`config.mk`:
```
export PLATFORM = sky130hd
export DESIGN_NAME = arkhe_noise_engine
export DESIGN_NICKNAME = d
export VERILOG_FILES = /design/src/rtl/arkhe_noise_engine.sv
export SDC_FILE = /design/constraint.sdc
export NUM_CORES = 2
export LEC_CHECK = 0
export CAP_MARGIN = 0
export CORE_ASPECT_RATIO = 1.75
export CORE_MARGIN = 3
export CORE_UTILIZATION = 38
export DETAILED_ROUTE_END_ITERATION = 7
export PLACE_DENSITY_LB_ADDON = 0.3
export SLEW_MARGIN = 25
export SYNTH_ARGS = -nofsm -noshare
export SYNTH_HDL_FRONTEND = slang
export SYNTH_SLANG_ARGS = --single-unit
```
`constraint.sdc`:
```
create_clock -name clk_100mhz -period 13.5 [get_ports clk_100mhz]
set_clock_uncertainty 0.2 [all_clocks]
set_input_delay 2.7 -clock clk_100mhz [delete_from_list [all_inputs] [get_ports clk_100mhz]]
set_output_delay 2.7 -clock clk_100mhz [all_outputs]
set_load 0.01 [all_outputs]
```
`src/rtl/arkhe_noise_engine.sv`:
```
// Seeded xoshiro256-style random word engine with coherence-gated seed acceptance.
// Serves RESEED_INTERVAL words per seed through a valid/ready port, then asks to be reseeded.
module arkhe_noise_engine #(
    parameter logic [15:0] PHI_MIN         = 16'hD999,
    parameter int unsigned RESEED_INTERVAL = 4096
) (
    input  logic         clk_100mhz,
    input  logic         rst,
    input  logic [255:0] entropy_seed,
    input  logic         seed_valid,
    input  logic [63:0]  phi_acoustic,
    output logic [63:0]  rand_out,
    output logic         rand_valid,
    input  logic         rand_ready,
    output logic         reseed_req,
    output logic [15:0]  words_served,
    output logic [15:0]  seeds_rejected
);

    localparam logic [1:0] ST_UNSEEDED = 2'd0;
    localparam logic [1:0] ST_SEEDING  = 2'd1;
    localparam logic [1:0] ST_RUN      = 2'd2;
    localparam logic [1:0] ST_STALE    = 2'd3;

    localparam logic [15:0] INTERVAL = 16'(RESEED_INTERVAL);

    logic [1:0]   state_q, state_d;
    logic [255:0] s_q, s_d;
    logic [63:0]  out_q, out_d;
    logic         valid_q, valid_d;
    logic [15:0]  ws_q, ws_d;
    logic [15:0]  rej_q, rej_d;

    logic [15:0]  ws_inc;
    logic [255:0] mix;
    logic         offer;
    logic         accept;
    logic         phi_unused;

    function automatic logic [63:0] rotl64(input logic [63:0] x, input int unsigned n);
        return (x << n) | (x >> (64 - n));
    endfunction

    function automatic logic [63:0] f_out(input logic [255:0] s);
        logic [63:0] m;
        m = s[127:64] * 64'd5;
        return rotl64(m, 7) * 64'd9;
    endfunction

    // Order of the xor updates matters: each step sees the already-updated words.
    function automatic logic [255:0] f_next(input logic [255:0] s);
        logic [63:0] w0, w1, w2, w3, t;
        w0 = s[63:0];
        w1 = s[127:64];
        w2 = s[191:128];
        w3 = s[255:192];
        t  = w1 << 17;
        w2 = w2 ^ w0;
        w3 = w3 ^ w1;
        w1 = w1 ^ w2;
        w0 = w0 ^ w3;
        w2 = w2 ^ t;
        w3 = rotl64(w3, 45);
        return {w3, w2, w1, w0};
    endfunction

    assign phi_unused = ^{phi_acoustic[63:48], phi_acoustic[31:0]};

    assign ws_inc = ws_q + 16'd1;
    assign mix    = s_q ^ entropy_seed;
    assign offer  = seed_valid && (state_q == ST_UNSEEDED || state_q == ST_STALE);
    assign accept = offer && (phi_acoustic[47:32] > PHI_MIN) && (|entropy_seed);

    always_comb begin
        state_d = state_q;
        s_d     = s_q;
        out_d   = out_q;
        valid_d = valid_q;
        ws_d    = ws_q;
        rej_d   = rej_q;
        unique case (state_q)
            ST_UNSEEDED, ST_STALE: begin
                if (accept) begin
                    // A reseed that would cancel the state to zero falls back to the raw seed.
                    if (state_q == ST_UNSEEDED || mix == '0) begin
                        s_d = entropy_seed;
                    end else begin
                        s_d = mix;
                    end
                    ws_d    = '0;
                    state_d = ST_SEEDING;
                end else if (offer && rej_q != 16'hFFFF) begin
                    rej_d = rej_q + 16'd1;
                end
            end
            ST_SEEDING: begin
                out_d   = f_out(s_q);
                s_d     = f_next(s_q);
                valid_d = 1'b1;
                state_d = ST_RUN;
            end
            ST_RUN: begin
                if (valid_q && rand_ready) begin
                    ws_d = ws_inc;
                    if (ws_inc == INTERVAL) begin
                        valid_d = 1'b0;
                        state_d = ST_STALE;
                    end else begin
                        out_d = f_out(s_q);
                        s_d   = f_next(s_q);
                    end
                end
            end
            default: state_d = ST_UNSEEDED;
        endcase
    end

    always_ff @(posedge clk_100mhz or posedge rst) begin
        if (rst) begin
            state_q <= ST_UNSEEDED;
            s_q     <= '0;
            out_q   <= '0;
            valid_q <= 1'b0;
            ws_q    <= '0;
            rej_q   <= '0;
        end else begin
            state_q <= state_d;
            s_q     <= s_d;
            out_q   <= out_d;
            valid_q <= valid_d;
            ws_q    <= ws_d;
            rej_q   <= rej_d;
        end
    end

    assign rand_out       = out_q;
    assign rand_valid     = valid_q;
    assign reseed_req     = (state_q == ST_UNSEEDED) || (state_q == ST_STALE);
    assign words_served   = ws_q;
    assign seeds_rejected = rej_q;

endmodule

```
After elaboration in Yosys (flattened, before gate mapping):

Cells that the tools add are included.

* register bits after elaboration: 355
* word-level logic and storage cells: 66

* add/sub/neg operators: 2
* multiply operators: 2
* $lt $le $gt $ge: 1
* equal/unequal tests: 9
* mux-type cells: 18
* bitwise logic cells: 9
* reduce and logical (&&, ||, !) cells: 19

Operators with widths (count)
* $mux W256: 4
* $pmux W256 S3: 1
* $xor A64 B64 Y64: 5
* $logic_not A256 Y1: 1
* $reduce_or A256 Y1: 1
* $xor A256 B256 Y256: 1
* $mux W64: 2
* $pmux W64 S2: 1
* $mul A64 B3 Y64 const B: 1
* $mul A64 B4 Y64 const B: 1
* $or A64 B45 Y64: 1
* $or A64 B7 Y64: 1
* $add A16 B1 Y16 const B: 2
* $mux W16: 2
* $pmux W16 S2: 1
* $reduce_and A3 Y1: 6
* $eq A16 B13 Y1 const B: 1
* $gt A16 B16 Y1 const B: 1
* $ne A16 B16 Y1 const B: 1
* $ne A2 B2 Y1 const B: 4
* $mux W2: 3
* $pmux W2 S3: 1
* $logic_and A1 B1 Y1: 5
* $eq A2 B2 Y1 const B: 2
* 8 further kinds: 11

Longest topological paths before layout:

* depth after elaboration: 7
* mapped depth: 27
* gate-level depth less buffers: 27

Worst setup path before layout:

No wires, ideal clock.

* path kind: register -> register
* from: register s_q[65]
* to: register out_q[48], in the netlist rand_out[48]
* setup time: 0.133 ns
* data arrival time: 6.151 ns
* path slack: 7.016 ns
* stages on the path, launching flop included: 28
* path buffers: 0
* period minus slack after synthesis: 6.484 ns
* cells stage by stage: dfrtp_1 > ha_1 > ha_1 > inv_1 > fa_1 > nand2b_1 > a21oi_1 > o21ai_0 > a211o_1 > a211oi_1 > o211ai_1 > and3b_1 > o21ai_0 > a21oi_1 > xnor2_1 > ha_1 > ha_1 > fa_1 > a21o_1 > a21oi_1 > o21ai_0 > a41oi_1 > a2111oi_0 > or3_1 > a21bo_2 > a41oi_1 > xnor2_1 > o21ai_0

* cells in the longest elaborated chain, start to end: 6

RTL lines
* from (decl): line 28 `logic [255:0] s_q, s_d;`
* from (signal assigned): line 121 `s_q <= '0;`
* from (signal assigned): line 128 `s_q <= s_d;`
* $mul A64 B3 Y64 *: line 46 `m = s[127:64] * 64'd5;`
* $or A64 B7 Y64 *: line 41 `return (x << n) | (x >> (64 - n));`
* $mul A64 B4 Y64 *: line 47 `return rotl64(m, 7) * 64'd9;`
* $mux W64: line 105 `if (ws_inc == INTERVAL) begin`
* $mux W64: line 103 `if (valid_q && rand_ready) begin`
* $pmux W64 S2 *: line 81 `unique case (state_q)`
* to (signal assigned): line 129 `out_q <= out_d;`
* to (decl): line 29 `logic [63:0] out_q, out_d;`

Mark *: on every way between the ends. The rest lies on a longest branch, timed or not. The select of a mux whose other input is x is not followed.
A chain may end at the register's enable or synchronous reset.

Worst setup path in the final report:

* from: register s_q[66]
* to: register out_q[61], in the netlist rand_out[61]

Same word-level chain as after synthesis.

==> results_dict.tcl <==
set metrics [dict create \
    grt_first_pass_wirelength_um 227000 \
    clock_latency_ns 0.62 \
    first_pass_iters 8 \
    start_util 0.384 \
    worstHoldPathType "reg2reg" \
    ys.flop_type "dfrtp_1" \
    ctsRootBufferMaster "clkbuf_16" \
    whs_ns 0.273 \
    fillers 8867 \
    cts_resized 0 \
    drt_iter0_drc 3513 \
    numCtsBuffers 41 \
    ant_nets 0 \
    ys_async_sr_fraction 1.00 \
    cp.arrival_ns 9.49 \
    route.detailed.drc 0 \
    worst_pin_slew_ns 1.19 \
    syn_area_um2 34400 \
    final_util 0.450 \
    die_y_um 404 \
    relSlewSlack 0.199 \
    dp_hpwl_um 123000 \
    drive_gt1_frac 0.0392 \
    gp_congestion 1.03 \
    fp.dieArea_um2 94200 \
    status "finished clean" \
    rr_worst_depth 26 \
    fin_crit_ns 9.23 \
    maxSlewViolCount 0 \
    wl_per_cell_um 28.4 \
    core_region_area_um2 89400 \
    cts_tree "yes" \
    area.growth.synth_to_final_pct 17.2 \
    num_io_pins 422 \
    ys_warn_count 0 \
    grt_pass1_vias 32700 \
    final-hold-violation-count 0 \
    cts_max_path_buffers 3 \
    path_clk_slew_ns 0.06 \
    synthCells 4292 \
    crit_required_ns 13.76 \
    drv_cap 0 \
    syn_area_per_cell_um2 8.01 \
    grt_start_max_net_pins 198 \
    crit_path_max_fanout 7 \
    fin_tns_setup_ns 0 \
    antenna_found_initial 20 \
    via_count 34700 \
    htreeDepth 2 \
    seqCellArea_um2 8880 \
    yosys_register_bits 355 \
    drt_wl_total_um 162000 \
    row_count 145 \
    endpoint_kind "flop" \
    setup_viol 0 \
    synth_edf_count 0 \
    postCtsSetupBuffers 0 \
    grt_usage 0.333 \
    multi_input_area_um2 23700 \
    crit_type "reg2reg" \
    yosys.cell_types.count 78 \
    die_x_um 233 \
    rsz0062_at_grt "false" \
    synth_fp_nets 4864 \
    whs_path_depth 2 \
    max_freq_ghz 0.108 \
    cts.sinks 355 \
    finalNetCount 5034 \
    yosysSeqAreaShare 0.258 \
    worstSetupStartpointType "flop" \
    grt_overflow 0 \
    port_buffers 372 \
    min_period_over_period 0.684 \
    viasPerCell 6.10 \
    cts_hold_buf 0 \
]
==> registers in the layout, indices dropped and copies added, names as in the netlist <==
register        cells
rand_out           64
seeds_rejected     16
state_q             2
words_served       16
s_q               256
rand_valid          1
==> critical path, cell delays in order (launching register included) <==
cell and delay (ns):
dfrtp_1 0.74, ha_1 0.26, ha_1 0.19, inv_1 0.07
fa_1 0.46, nand2b_1 0.18, a21oi_1 0.26, o21ai_0 0.25
a211o_1 0.39, a211oi_1 0.70, o211ai_1 0.20, a21boi_1 0.27
a31o_2 0.23, o31a_1 0.15, o211ai_1 0.36, ha_1 0.43
ha_1 0.35, o21ai_0 0.11, o21bai_1 0.28, a21oi_1 0.19
o31ai_1 0.74, a21bo_2 0.35, a2111oi_0 0.22, o41ai_1 0.95
a41oi_1 0.27, xor2_1 0.19, o21ai_1 0.07
==> cell type report <==
type | count | share of cell area
multi-input cells | 3492 | 0.589
flip-flops and latches | 355 | 0.221
repair buffers | 417 | 0.102
well taps | 1176 | 0.0365
clock buffers | 52 | 0.0285
inverters | 155 | 0.0146
clock inverters | 23 | 0.00637
diodes | 24 | 0.00149
==> cells in the final DEF, fill, tap and decap left out, types with 124 or more instances in the layout <==
cell type	n
nand2_1	422
xor2_1	413
o21ai_0	399
clkdlybuf4s50_1	372
dfrtp_1	355
nor2_1	331
xnor2_1	329
a21oi_1	283
ha_1	245
inv_1	152
nor4_1	143
a31oi_1	124
==> synth_stat cells, types with 7 or more instances <==
master      n  area [um^2]
xor2_1    415         3630
nand3_1    41          205
o21a_1     11         82.6
ha_1      246         3080
clkbuf_1  206          773
nor4_1    150          938
nand2b_1   14         87.6
a21oi_1   283         1420
nand2_1   422         1580
nor3_1     31          155
buf_1      12         45.0
o21ai_1    30          150
mux2i_1    24          240
buf_6      16          180
a31oi_1   124          776
o21ai_0   399         2000
or3_1       7         43.8
a21o_1     75          563
buf_2      50          250
o221ai_1  114          998
nor3b_1    25          188
and2_1     11         68.8
o211ai_1   10         75.1
o21bai_1   25          188
a41oi_1     8         70.1
nor2_1    332         1250
nand4_1    66          413
mux2_2     20          225
xnor2_1   333         2920
nor2b_1     9         56.3
o41ai_1    19          166
inv_1     154          578
dfrtp_1   355         8880
a211oi_1   13         97.6
a22o_1     43          377
o31ai_1    89          668
and3_1     19          119
==> stage by stage <==
stage          instances  cell area [um^2]  setup WS [ns]
5_1_grt             5680             40200           3.89
3_3_place_gp        5591             38700           4.27
2_1_floorplan       4292             34400          0.751
6_report            5694             40300           4.27
3_5_place_dp        5591             38700           4.26
4_1_cts             5666             40100           4.25
==> logic make-up (layout without fill, tap and decap cells) <==
logic type                 after synthesis  after routing  share of synthesized area
AOI/OAI and AO/OA                     1299           1299                      0.236
xor gates and xnor gates               749            749                      0.191
adders and majority gates              248            248                     0.0907
buffers and inverters                  445            647                     0.0548
DFF                                    355            355                      0.258
muxes                                   45             45                     0.0139
other                                    0             24                          0
and+or+nand+nor                       1151           1151                      0.154
==> layer usage <==
metal  up-vias  part of all wire  GRT usage
met5         -           0.00022          0
met4         6              0.12      0.338
met3       509             0.082     0.0673
met2      1782              0.45      0.529
met1     16600              0.34      0.359
li1      15800                 -          -
==> path summary, 6_finish.rpt <==
| kind | to | start | slack (ns) |
|---|---|---|---|
| max | rand_out[61]$_DFFE_PP0P_ | s_q[66]$_DFFE_PP0P_ | 4.27 |
| min | rand_out[42]$_DFFE_PP0P_ | rand_out[42]$_DFFE_PP0P_ | 0.27 |
| max reg2reg | rand_out[61]$_DFFE_PP0P_ | s_q[66]$_DFFE_PP0P_ | 4.27 |
| min reg2reg | rand_out[42]$_DFFE_PP0P_ | rand_out[42]$_DFFE_PP0P_ | 0.27 |
| max in group asynchronous | seeds_rejected[10]$_DFFE_PP0P_ | rst | 9.26 |
| min in group asynchronous | rand_out[10]$_DFFE_PP0P_ | rst | 2.36 |
Power is not shown: default switching activity piles up to over one toggle a cycle in this logic, so the estimate is an artifact.
